`src/rtl/ss_sequencer.sv`:
```
// Save-state sequencer: walks a mapper's save-state register window and moves
// each byte to (save) or from (load) a byte-wide snapshot buffer through a
// request/acknowledge port. Load verifies the mapper index before any write.
module ss_sequencer #(
    parameter int unsigned REG_COUNT = 16,
    parameter int unsigned IDX_ADDR  = 127
) (
    input  logic       clk,
    input  logic       rst_n,
    input  logic       start_save,
    input  logic       start_load,
    input  logic       abort,
    output logic       busy,
    output logic       done,
    output logic       err,
    output logic       ss_act,
    output logic       ss_we,
    output logic [7:0] ss_addr,
    output logic [7:0] ss_wdat,
    input  logic [7:0] ss_rdat,
    output logic       buf_req,
    output logic       buf_wr,
    output logic [7:0] buf_addr,
    output logic [7:0] buf_wdat,
    input  logic [7:0] buf_rdat,
    input  logic       buf_ack
);

    localparam logic [7:0] LastReg = 8'(REG_COUNT - 1);
    localparam logic [7:0] IdxAddr = 8'(IDX_ADDR);

    typedef enum logic [2:0] {
        StIdle,
        StChk,
        StSrd,
        StSwr,
        StLrd,
        StLwr,
        StDone
    } state_e;

    state_e     state_q, state_d;
    logic [7:0] addr_q, addr_d;
    logic [7:0] ss_wdat_q, ss_wdat_d;
    logic [7:0] buf_wdat_q, buf_wdat_d;
    logic       err_q, err_d;
    // Remembers an abort seen while a buffer handshake is still outstanding.
    logic       abort_q, abort_d;
    logic       stop;

    assign stop = abort | abort_q;

    // State register.
    always_ff @(posedge clk or negedge rst_n) begin
        if (!rst_n) begin
            state_q <= StIdle;
        end else begin
            state_q <= state_d;
        end
    end

    // Next-state and datapath next values.
    always_comb begin
        state_d    = state_q;
        addr_d     = addr_q;
        ss_wdat_d  = ss_wdat_q;
        buf_wdat_d = buf_wdat_q;
        err_d      = err_q;
        abort_d    = 1'b0;
        case (state_q)
            StIdle: begin
                // Save wins over a simultaneous load request.
                if (start_save) begin
                    state_d = StSrd;
                    addr_d  = 8'd0;
                    err_d   = 1'b0;
                end else if (start_load) begin
                    state_d = StChk;
                    addr_d  = IdxAddr;
                    err_d   = 1'b0;
                end
            end
            StSrd: begin
                if (abort) begin
                    state_d = StDone;
                    err_d   = 1'b1;
                end else begin
                    buf_wdat_d = ss_rdat;
                    state_d    = StSwr;
                end
            end
            StSwr: begin
                abort_d = stop;
                if (buf_ack) begin
                    abort_d = 1'b0;
                    if (stop) begin
                        state_d = StDone;
                        err_d   = 1'b1;
                    end else if (addr_q == IdxAddr) begin
                        state_d = StDone;
                    end else if (addr_q < LastReg) begin
                        addr_d  = addr_q + 8'd1;
                        state_d = StSrd;
                    end else begin
                        addr_d  = IdxAddr;
                        state_d = StSrd;
                    end
                end
            end
            StChk: begin
                abort_d = stop;
                if (buf_ack) begin
                    abort_d = 1'b0;
                    if (stop || (buf_rdat != ss_rdat)) begin
                        state_d = StDone;
                        err_d   = 1'b1;
                    end else begin
                        addr_d  = 8'd0;
                        state_d = StLrd;
                    end
                end
            end
            StLrd: begin
                abort_d = stop;
                if (buf_ack) begin
                    abort_d = 1'b0;
                    if (stop) begin
                        // Acked byte is dropped so no further mapper write happens.
                        state_d = StDone;
                        err_d   = 1'b1;
                    end else begin
                        ss_wdat_d = buf_rdat;
                        state_d   = StLwr;
                    end
                end
            end
            StLwr: begin
                if (abort) begin
                    state_d = StDone;
                    err_d   = 1'b1;
                end else if (addr_q < LastReg) begin
                    addr_d  = addr_q + 8'd1;
                    state_d = StLrd;
                end else begin
                    state_d = StDone;
                end
            end
            StDone: begin
                state_d = StIdle;
            end
            default: begin
                state_d = StIdle;
            end
        endcase
    end

    // Datapath registers.
    always_ff @(posedge clk or negedge rst_n) begin
        if (!rst_n) begin
            addr_q     <= 8'd0;
            ss_wdat_q  <= 8'd0;
            buf_wdat_q <= 8'd0;
            err_q      <= 1'b0;
            abort_q    <= 1'b0;
        end else begin
            addr_q     <= addr_d;
            ss_wdat_q  <= ss_wdat_d;
            buf_wdat_q <= buf_wdat_d;
            err_q      <= err_d;
            abort_q    <= abort_d;
        end
    end

    // Outputs decoded from the registered state.
    always_comb begin
        busy     = (state_q != StIdle);
        done     = (state_q == StDone);
        ss_act   = (state_q != StIdle);
        ss_we    = (state_q == StLwr);
        buf_req  = (state_q == StSwr) || (state_q == StChk) || (state_q == StLrd);
        buf_wr   = (state_q == StSwr);
        ss_addr  = addr_q;
        buf_addr = addr_q;
        ss_wdat  = ss_wdat_q;
        buf_wdat = buf_wdat_q;
        err      = err_q;
    end

endmodule

```
`config.mk`:
```
export PLATFORM = sky130hd
export DESIGN_NAME = ss_sequencer
export DESIGN_NICKNAME = d
export VERILOG_FILES = /design/src/rtl/ss_sequencer.sv
export SDC_FILE = /design/constraint.sdc
export NUM_CORES = 1
export LEC_CHECK = 0
export CAP_MARGIN = 5
export CORE_ASPECT_RATIO = 1.1
export CORE_MARGIN = 4
export CORE_UTILIZATION = 65
export CTS_BUF_LIST = sky130_fd_sc_hd__clkbuf_2
export DETAILED_ROUTE_END_ITERATION = 10
export DONT_BUFFER_PORTS = 1
export GPL_ROUTABILITY_DRIVEN = 1
export HOLD_SLACK_MARGIN = 0.08
export PLACE_DENSITY = 0.88
export SETUP_SLACK_MARGIN = 0.15
export SLEW_MARGIN = 20
export SYNTH_ARGS = -nofsm -noshare
export SYNTH_HDL_FRONTEND = slang
export SYNTH_SLANG_ARGS = --single-unit
```
`constraint.sdc`:
```
create_clock -name clk -period 4.1 [get_ports clk]
set_input_delay 0.82 -clock clk [delete_from_list [all_inputs] [get_ports clk]]
set_output_delay 0.82 -clock clk [all_outputs]
set_load 0.01 [all_outputs]
```
==> reports/metrics.yaml, run 1 <==
setup_path:
  crit_type: "flip-flop to flip-flop"
  startpoint_type: "flip-flop"
  critPathRequiredTime_ns: 4.38
  arrival_ns: 2.88
  endpoint_kind: "flip-flop"
  cp_max_fo: 8
floorplan:
  initial_core_util_pct: 68.0
  core_area_sq_mm: 0.00252
  floorplan.die_area_sq_mm: 0.00352
  dieHeight_um: 61.8
  dieWidth_um: 56.9
  num_rows: 19
  io_pins: 61
finish:
  diodes: 0
  nNetsFinal: 186
  area_growth_syn_to_layout_pct: 0.219
  drive_gt1_share_pct: 21.3
  nFillCells: 208
  final_area_sq_mm: 0.00172
sta:
  clock_skew_ns: 0.0198
  fmax_ghz: 0.384
  worst_pin_slew_ns: 0.736
  hold_violations: 0
  setup_viol: 0
  setup_ws_ns: 1.49
  rsz0062_at_grt: "no"
  relSlewSlack_pct: 50.7
  post-route-period-util_pct: 63.5
  fin_hold_ws_ns: 0.138
  setup_tns_ns: 0
  finalMaxSlewViolations: 0
  finalCriticalPeriod_ns: 2.61
placed_design:
  gp_congestion: 0.920
  place_ws_ns: 1.45
  placed_cell_area_sq_mm: 0.00165
  place_hpwl_mm: 2.65
  portBuffers: 0
flow_run:
  cap_violations: 0
cts:
  cts_setup_buffers: 0
  insertion_delay_ns: 0.37
  clk_pin_slew_ns: 0.17
  cts_max_level: 2
  cts_tree: "yes"
  cts.sinks: 29
  clockBufferDepth: 2
  cts_buffers: 5
  clockRootBuffer: "clkbuf_2"
detailed_routing:
  viasPerCell: 6.64
  ant_nets: 0
  drc: 0
  finalWirelength_mm: 3.56
  dr.pass1.iters: 5
  wire_per_inst_um: 18.3
  route.vias.total: 1294
  drt_iter0_markers: 74
grt:
  grt_usage_pct: 21.5
  grt_pass1_vias: 1244
  grt_max_degree: 30
  antenna_found_initial: 0
  grt_pass1_wl_mm: 5.67
  gr-total-overflow: 0
outcome:
  status: "finished, final reports clean"
power_and_ir_drop:
  p_leak_nw: 0.746
  p_per_area_mw_per_mm2: 790
  ir_worst_vdd_mv: 0.539
synthesis:
  syn_area_sq_mm: 0.00171
  ys_ff_latch: 29
  async_flop_share_pct: 100
  postSynthNetCount: 192
  avgSynthCellArea_sq_um: 10.1
  yosysSeqAreaShare_pct: 42.4
  synth_ff_type: "dfrtp_1"
  synth_edf_count: 0
  postSynthCellCount: 169
  yosys.cell_types.count: 45
  yosys_warnings: 0
worst_hold_path:
  hold_path.class: "input pin to async pin"
-- per-layer routing --
layer	track usage, %	share of wire (%)	up-vias
li1	-	-	580
met1	24.5	36	629
met2	35.2	52	79
met3	11.0	11	6
met4	8.28	1.1	0
met5	0	0	-
-- cell usage after synthesis (all sizes together), types with 2 or more instances --
cell type	n	area [sq um]
or2	2	12.5
nand3	3	15.0
nor2b	2	12.5
mux2	19	214
xor2	6	52.6
nand2	9	33.8
a21oi	6	30.0
buf	11	86.3
and2b	3	23.8
o21ai	6	30.0
dfrtp	29	726
o21a	2	15.0
o32ai	3	26.3
nor2	16	60.1
clkbuf	3	11.3
mux2i	5	50.1
nor4	3	33.8
nand2b	4	25.0
inv	11	41.3
nor3	2	10.0
a211oi	2	15.0
o22ai	2	12.5
-- registers in the layout, summed over array words and instances, names as in the netlist --
register	flops
buf_addr	8
buf_wdat	8
ss_wdat	8
abort_q	1
err	1
state_q	3
-- timing repair --
item / CTS / global route
hold buffers: 0 / 1
endpoints found under the setup margin: 0 / 0
hold endpoints to repair: 0 / 24
gates resized for setup: 0 / 0
-- area by class of cell --
class | instances | area, sq um | share of cell area, %
tap | 31 | 38.8 | 2.26
timing repair buffer | 1 | 20.0 | 1.17
clock inverter | 3 | 17.5 | 1.02
sequential | 29 | 726 | 42.3
inverter | 11 | 41.3 | 2.41
multi-input combinational | 115 | 848 | 49.4
clock buffer | 5 | 25.0 | 1.46
-- path summary, 6_finish.rpt --
path / start / end / slack, ns / cells past startpoint
worst min-delay path: rst_n / buf_addr[7]$_DFFE_PN0P_ / 0.14 / 0
worst max register to register: buf_addr[7]$_DFFE_PN0P_ / buf_addr[3]$_DFFE_PN0P_ / 1.49 / 5
max in group asynchronous: rst_n / buf_wdat[0]$_DFFE_PN0P_ / 3.71 / 1
min in group clk: buf_ack / abort_q$_DFF_PN0_ / 0.51 / 1
worst min register to register: buf_wdat[5]$_DFFE_PN0P_ / buf_wdat[5]$_DFFE_PN0P_ / 0.60 / 1
worst max-delay path: buf_addr[7]$_DFFE_PN0P_ / buf_addr[3]$_DFFE_PN0P_ / 1.49 / 5
-- worst max-delay path: stages, from the launching register on --
cell      delay (ns)
dfrtp_1         0.51
or4_4           0.59
o311ai_2        0.23
o31ai_1         0.17
nor4_4          0.62
mux2_2          0.41
-- kinds of logic (layout without fill, tap and decap cells) --
group           Yosys count  in the layout  share of synthesized area [%]
simple gates             50             50                           15.9
buf+inv                  25             20                           8.11
xor+xnor                  7              7                           3.58
fa+ha+maj                 1              1                          0.730
flops                    29             29                           42.4
mux                      24             24                           15.4
compound gates           33             33                           13.9
-- where the power goes --
part           internal (mW)  switching [mW]  total, mW
registers              0.422           0.253      0.675
clock network         0.0397           0.103      0.143
logic                  0.266           0.273      0.539
-- stage by stage --
stage	std cells	utilization, %	power [mW]
floorplan	169	-	1.15
detailed placement	186	65.6	1.21
global route	195	68.1	1.47
CTS	194	67.3	1.36
finish	195	68.1	1.36
global placement	186	65.6	1.17
-- cell usage in the layout (no fill, tap or decap), types with 3 or more instances in the layout --
cell type	n
a21oi_1	6
clkbuf_2	5
dfrtp_1	29
inv_1	11
mux2_2	19
mux2i_1	5
nand2_1	9
nand2b_1	4
nand3_1	3
nor2_1	16
o21ai_0	6
o32ai_1	3
xor2_1	6
Power figures use the tool's default switching activity.
==> run 2: changes to the inputs <==
Clock period 4.1 ns to 2.6 ns, I/O delays scaled along.
==> reports/metrics.yaml, run 2 (same netlist as run 1, synthesis figures left out) <==
cts:
  cts_setup_buffers: 0  # unchanged
  cts_resized: 0  # unchanged
  cts_tree: "yes"
  insertion_delay_ns: 0.39  # +0.02 ns
  clockBufferDepth: 2  # unchanged
  cts_max_level: 2  # unchanged
  clockRootBuffer: "clkbuf_2"
  clk_pin_slew_ns: 0.17  # about the same
  cts_buffers: 5  # unchanged
  cts.sinks: 29  # unchanged
floorplan:
  initial_core_util_pct: 68.0  # unchanged
  core_area_sq_mm: 0.00252  # unchanged
  num_rows: 19  # unchanged
  floorplan.die_area_sq_mm: 0.00352  # unchanged
  dieWidth_um: 56.9  # unchanged
  io_pins: 61  # unchanged
  dieHeight_um: 61.8  # unchanged
sta:
  worst_pin_slew_ns: 0.573  # -0.163 ns
  finalCriticalPeriod_ns: 2.27  # -0.331 ns
  fin_hold_ws_ns: 0.210  # +0.0720 ns
  setup_viol: 0  # unchanged
  rsz0062_at_grt: "no"
  fmax_ghz: 0.440  # +15%
  finalMaxSlewViolations: 0  # unchanged
  relSlewSlack_pct: 61.5  # +11 points
  post-route-period-util_pct: 87.5  # +24 points
  setup_tns_ns: 0  # unchanged
  hold_violations: 0  # unchanged
  clock_skew_ns: 0.0246  # +0.00484 ns
power_and_ir_drop:
  p_leak_nw: 0.797  # +6.9%
  intPower_mw: 1.31  # +80%
  swShare_pct: 44.0  # -2.4 points
  pwr-share-seq_pct: 42.8  # -7.0 points
  power.total_mw: 2.33  # +72%
  ir_worst_vdd_mv: 0.894  # +66%
  pwr-share-clk_pct: 14.2  # +3.7 points
  p_per_area_mw_per_mm2: 1300  # +64%
  p_switching_mw: 1.02  # +63%
  pwr-share-comb_pct: 43.0  # +3.3 points
detailed_routing:
  viasPerCell: 6.29  # -5.3%
  finalWirelength_mm: 3.83  # +7.6%
  wire_per_inst_um: 18.9  # +3.4%
  route.vias.total: 1276  # -1.4%
  drc: 0  # unchanged
  drt_iter0_markers: 53  # -28%
  dr.pass1.iters: 4  # -1
  ant_nets: 0  # unchanged
finish:
  layout_commonest_cell: "dfrtp_1"
  final_cell_mix: "29 x dfrtp_1, 19 x mux2_2, 16 x nor2_1"
  nNetsFinal: 194  # +4.3%
  diodes: 0  # unchanged
  utilization_pct: 71.4  # +3.3 points
  drive_gt1_share_pct: 23.8  # +2.5 points
  area_growth_syn_to_layout_pct: 5.11
grt:
  grt_usage_pct: 23.4  # +1.9 points
  grt_pass1_vias: 1357  # +9.1%
  grt_pass1_wl_mm: 6.23  # +9.9%
  gr-total-overflow: 0  # unchanged
  grt_max_degree: 30  # unchanged
  antenna_found_initial: 0  # unchanged
setup_path:
  arrival_ns: 2.58  # -0.30 ns
  critPathRequiredTime_ns: 2.90  # -1.48 ns
  endpoint_kind: "flip-flop"
  cp_max_fo: 5  # -3
  startpoint_type: "flip-flop"
  rrSetupSlack_ns: 0.33  # -1.17 ns
  crit_type: "flip-flop to flip-flop"
placed_design:
  portBuffers: 0  # unchanged
  gp_congestion: 0.916  # -0.47%
  place_hpwl_mm: 2.83  # +6.8%
worst_hold_path:
  hold_path.class: "input pin to flip-flop"
outcome:
  status: "finished, final reports clean"
flow_run:
  cap_violations: 0  # unchanged
==> run 2: area by class of cell <==
type,count,area (sq um)
multi-input combinational,115,848
sequential,29,726
fill,192,719
timing repair buffer,9,82.6
inverter,11,41.3
tap,31,38.8
clock inverter,2,33.8
clock buffer,6,30.0
==> run 2: final timing paths <==
check	from	depth (start not counted)	end
max	buf_addr[1]$_DFFE_PN0P_	7	buf_addr[6]$_DFFE_PN0P_
min	buf_ack	1	abort_q$_DFF_PN0_
max reg2reg	buf_addr[1]$_DFFE_PN0P_	7	buf_addr[6]$_DFFE_PN0P_
min reg2reg	ss_wdat[3]$_DFFE_PN0P_	1	ss_wdat[3]$_DFFE_PN0P_
max in group asynchronous	rst_n	2	ss_wdat[3]$_DFFE_PN0P_
min in group asynchronous	rst_n	2	buf_addr[7]$_DFFE_PN0P_
==> run 2: stage by stage <==
step / worst slack (ns) / area [sq um] / std cells
floorplan: 0.231 / 1710 / 169
global placement: 0.335 / 1710 / 193
detailed placement: 0.301 / 1710 / 193
CTS: 0.259 / 1800 / 203
global route: 0.188 / 1800 / 203
finish: 0.326 / 1800 / 203
==> run 2: critical path, stage by stage (launching register included) <==
cell and delay [ns]:
dfrtp_1 0.51, ha_1 0.27, and3_2 0.21, o311ai_2 0.25
o31ai_1 0.17, nor4_4 0.34, buf_4 0.22, mux2i_1 0.22
==> run 2: metal layers <==
layer	vias up	global-route usage [%]	part of all wire (%)
met3	8	10.7	9.3
met2	59	40.8	52
met5	-	0	0
met4	0	10.3	1.8
met1	610	24.8	37
li1	599	-	-
==> run 2: power by group through the flow <==
stage	sequential (mW)	clock, mW	combinational (mW)
finish	0.997	0.331	1.00
global route	1.03	0.354	1.11
CTS	0.998	0.334	1.00
detailed placement	1.01	0	0.985
global placement	0.993	0	0.939
floorplan	0.918	0	0.900
==> run 2: what timing repair did <==
item | 4_1_cts | 5_1_grt
endpoints found under the hold margin | 29 | 0
setup endpoints to repair | 0 | 1
hold buffers | 2 | 0
==> run 3: changes to the inputs <==
Settings changed: ABC_CLOCK_PERIOD_IN_PS set to 2600, CORE_ASPECT_RATIO 1.1 to unset.
==> reports/metrics.yaml, run 3 (same netlist as run 1, synthesis figures left out) <==
sta:
  worst_pin_slew_ns: 0.539  # -0.0343 ns
  relSlewSlack_pct: 63.7  # +2.2 points
  hold_violations: 0  # unchanged
  post-route-period-util_pct: 88.6  # +1.1 points
  finalMaxSlewViolations: 0  # unchanged
  finalCriticalPeriod_ns: 2.30  # +0.0283 ns
  setup_viol: 0  # unchanged
  clock_skew_ns: 0.0376  # +0.0129 ns
  rsz0062_at_grt: "no"
  fmax_ghz: 0.434  # -1.2%
  fin_hold_ws_ns: 0.195  # -0.0148 ns
  setup_tns_ns: 0  # unchanged
  setup_ws_ns: 0.297  # -0.0283 ns
floorplan:
  initial_core_util_pct: 68.5  # +0.54 points
  io_pins: 61  # unchanged
  dieWidth_um: 59.3  # +4.2%
  dieHeight_um: 59.3  # -4.1%
  core_area_sq_mm: 0.00250  # -0.79%
  floorplan.die_area_sq_mm: 0.00352  # about the same
  num_rows: 18  # -1
cts:
  clockBufferDepth: 2  # unchanged
  cts_buffers: 5  # unchanged
  cts_resized: 0  # unchanged
  cts.sinks: 29  # unchanged
  clk_pin_slew_ns: 0.20  # +0.03 ns
  clockRootBuffer: "clkbuf_2"
  cts_max_level: 2  # unchanged
  cts_tree: "yes"
  insertion_delay_ns: 0.40  # about the same
  cts_setup_buffers: 0  # unchanged
worst_hold_path:
  hold_depth: 1  # unchanged
  min-delay-start: "buf_ack"
  holdPathEnd: "state_q[0]$_DFFE_PN0P_"
  hold_path.class: "input pin to flip-flop"
detailed_routing:
  met3_length_um: 454  # +27%
  maxUsedRoutingLayer: "met4"
  wire_per_inst_um: 18.8  # -0.35%
  drt_iter0_markers: 44  # -17%
  drc: 0  # unchanged
  met1_length_mm: 1.37  # -2.4%
  dr.pass1.iters: 4  # unchanged
  ant_nets: 0  # unchanged
  finalWirelength_mm: 3.76  # -1.8%
  route.vias.total: 1289  # +1.0%
  wl_met2_mm: 1.86  # -6.8%
  viasPerCell: 6.45  # +2.5%
finish:
  drive_gt1_share_pct: 22.9  # -0.90 points
  layout_commonest_cell: "dfrtp_1"
  nNetsFinal: 192  # -1.0%
  area_growth_syn_to_layout_pct: 4.31
  diodes: 0  # unchanged
  stdcell_count: 200  # -1.5%
  final_cell_mix: "29 x dfrtp_1, 19 x mux2_2, 16 x nor2_1"
setup_path:
  slowest_stage: "or4_4"
  cp_max_fo: 5  # unchanged
  critPathRequiredTime_ns: 2.87  # -0.03 ns
  arrival_ns: 2.57  # about the same
  crit_type: "flip-flop to flip-flop"
  crit-reg2reg-launch: "buf_addr[4]$_DFFE_PN0P_"
  startpoint_type: "flip-flop"
  path_buf_inv: 0  # -1
  rrSetupSlack_ns: 0.30  # -0.03 ns
  critPathMaxStageDelay_ns: 0.54  # +0.03 ns
  cp_cell_sequence: "or4_4, o311ai_2, o31ai_1, nor4_4, mux2_2"
  cpLargestDelayFamily: "simple AND/OR/NAND/NOR gates"
  endpoint_kind: "flip-flop"
  reg2reg_depth: 5  # -2
  rr_endpoint: "buf_addr[3]$_DFFE_PN0P_"
placed_design:
  gp_congestion: 0.873  # -4.7%
  placedCellCount: 190  # -1.6%
  place_hpwl_mm: 2.69  # -5.2%
  portBuffers: 0  # unchanged
  place_ws_ns: 0.248  # -0.0532 ns
grt:
  grt_pass1_wl_mm: 6.19  # -0.66%
  grt_usage_pct: 23.7  # +0.33 points
  grt_max_degree: 30  # unchanged
  grt_pass1_vias: 1369  # +0.88%
  antenna_found_initial: 0  # unchanged
  gr-total-overflow: 0  # unchanged
power_and_ir_drop:
  p_per_area_mw_per_mm2: 1290  # -0.47%
  p_leak_nw: 0.784  # -1.7%
  ir_worst_vdd_mv: 0.839  # -6.2%
outcome:
  status: "finished, final reports clean"
flow_run:
  cap_violations: 0  # unchanged
run 3: cell count changes in the layout (fill, tap and decap cells not counted), sizes merged:
| cell | before | now |
|---|---|---|
| buf | 8 | 6 |
| clkbuf | 6 | 5 |
| clkinvlp | 0 | 1 |
run 3: worst max-delay path by stage:
stage	endpoint	depth (start not counted)	slack (ns)	from
2_1_floorplan	buf_addr[1]$_DFFE_PN0P_	5	0.23	buf_addr[7]$_DFFE_PN0P_
3_3_place_gp	buf_addr[1]$_DFFE_PN0P_	5	0.30	buf_addr[4]$_DFFE_PN0P_
3_5_place_dp	buf_addr[3]$_DFFE_PN0P_	5	0.25	buf_addr[4]$_DFFE_PN0P_
4_1_cts	buf_addr[3]$_DFFE_PN0P_	5	0.23	buf_addr[4]$_DFFE_PN0P_
5_1_grt	buf_addr[5]$_DFFE_PN0P_	7	0.19	buf_addr[1]$_DFFE_PN0P_
6_report	buf_addr[3]$_DFFE_PN0P_	5	0.30	buf_addr[4]$_DFFE_PN0P_
run 3: area by class of cell:
cell class                      instances  area, sq um
Fill cell                             187          713
Tap cell                               30         37.5
Timing Repair Buffer                    7         67.6
Inverter                               11         41.3
Clock inverter                          3         41.3
Clock buffer                            5         25.0
Sequential cell                        29          726
Multi-Input combinational cell        115          848
run 3: stage by stage:
stage | util [%] | cell area (sq um) | total power [mW]
after floorplan | - | 1710 | 1.82
after global placement | 67.6 | 1690 | 1.90
after detailed placement | 67.6 | 1690 | 1.95
after CTS | 71.5 | 1790 | 2.30
after global routing | 71.5 | 1790 | 2.47
final | 71.5 | 1790 | 2.30
run 3: repair_timing:
item / in CTS / in global routing
setup endpoints to repair: 0 / 7
hold endpoints to repair: 29 / 0
hold buffers: 2 / 0
run 3: layer usage:
metal,track usage [%],vias up
met3,10.2,9
met4,12.9,0
li1,-,593
met1,25.9,617
met5,0,-
met2,38.5,70
run 3: power by group:
part           switching (mW)  internal (mW)
clock network           0.174          0.159
registers               0.365          0.666
logic                   0.482          0.457
total                    1.02           1.28
run 3: worst reg2reg max path: stages (launching register included):
cell,delay (ns)
dfrtp_1,0.51
or4_4,0.54
o311ai_2,0.23
o31ai_1,0.17
nor4_4,0.38
mux2_2,0.39
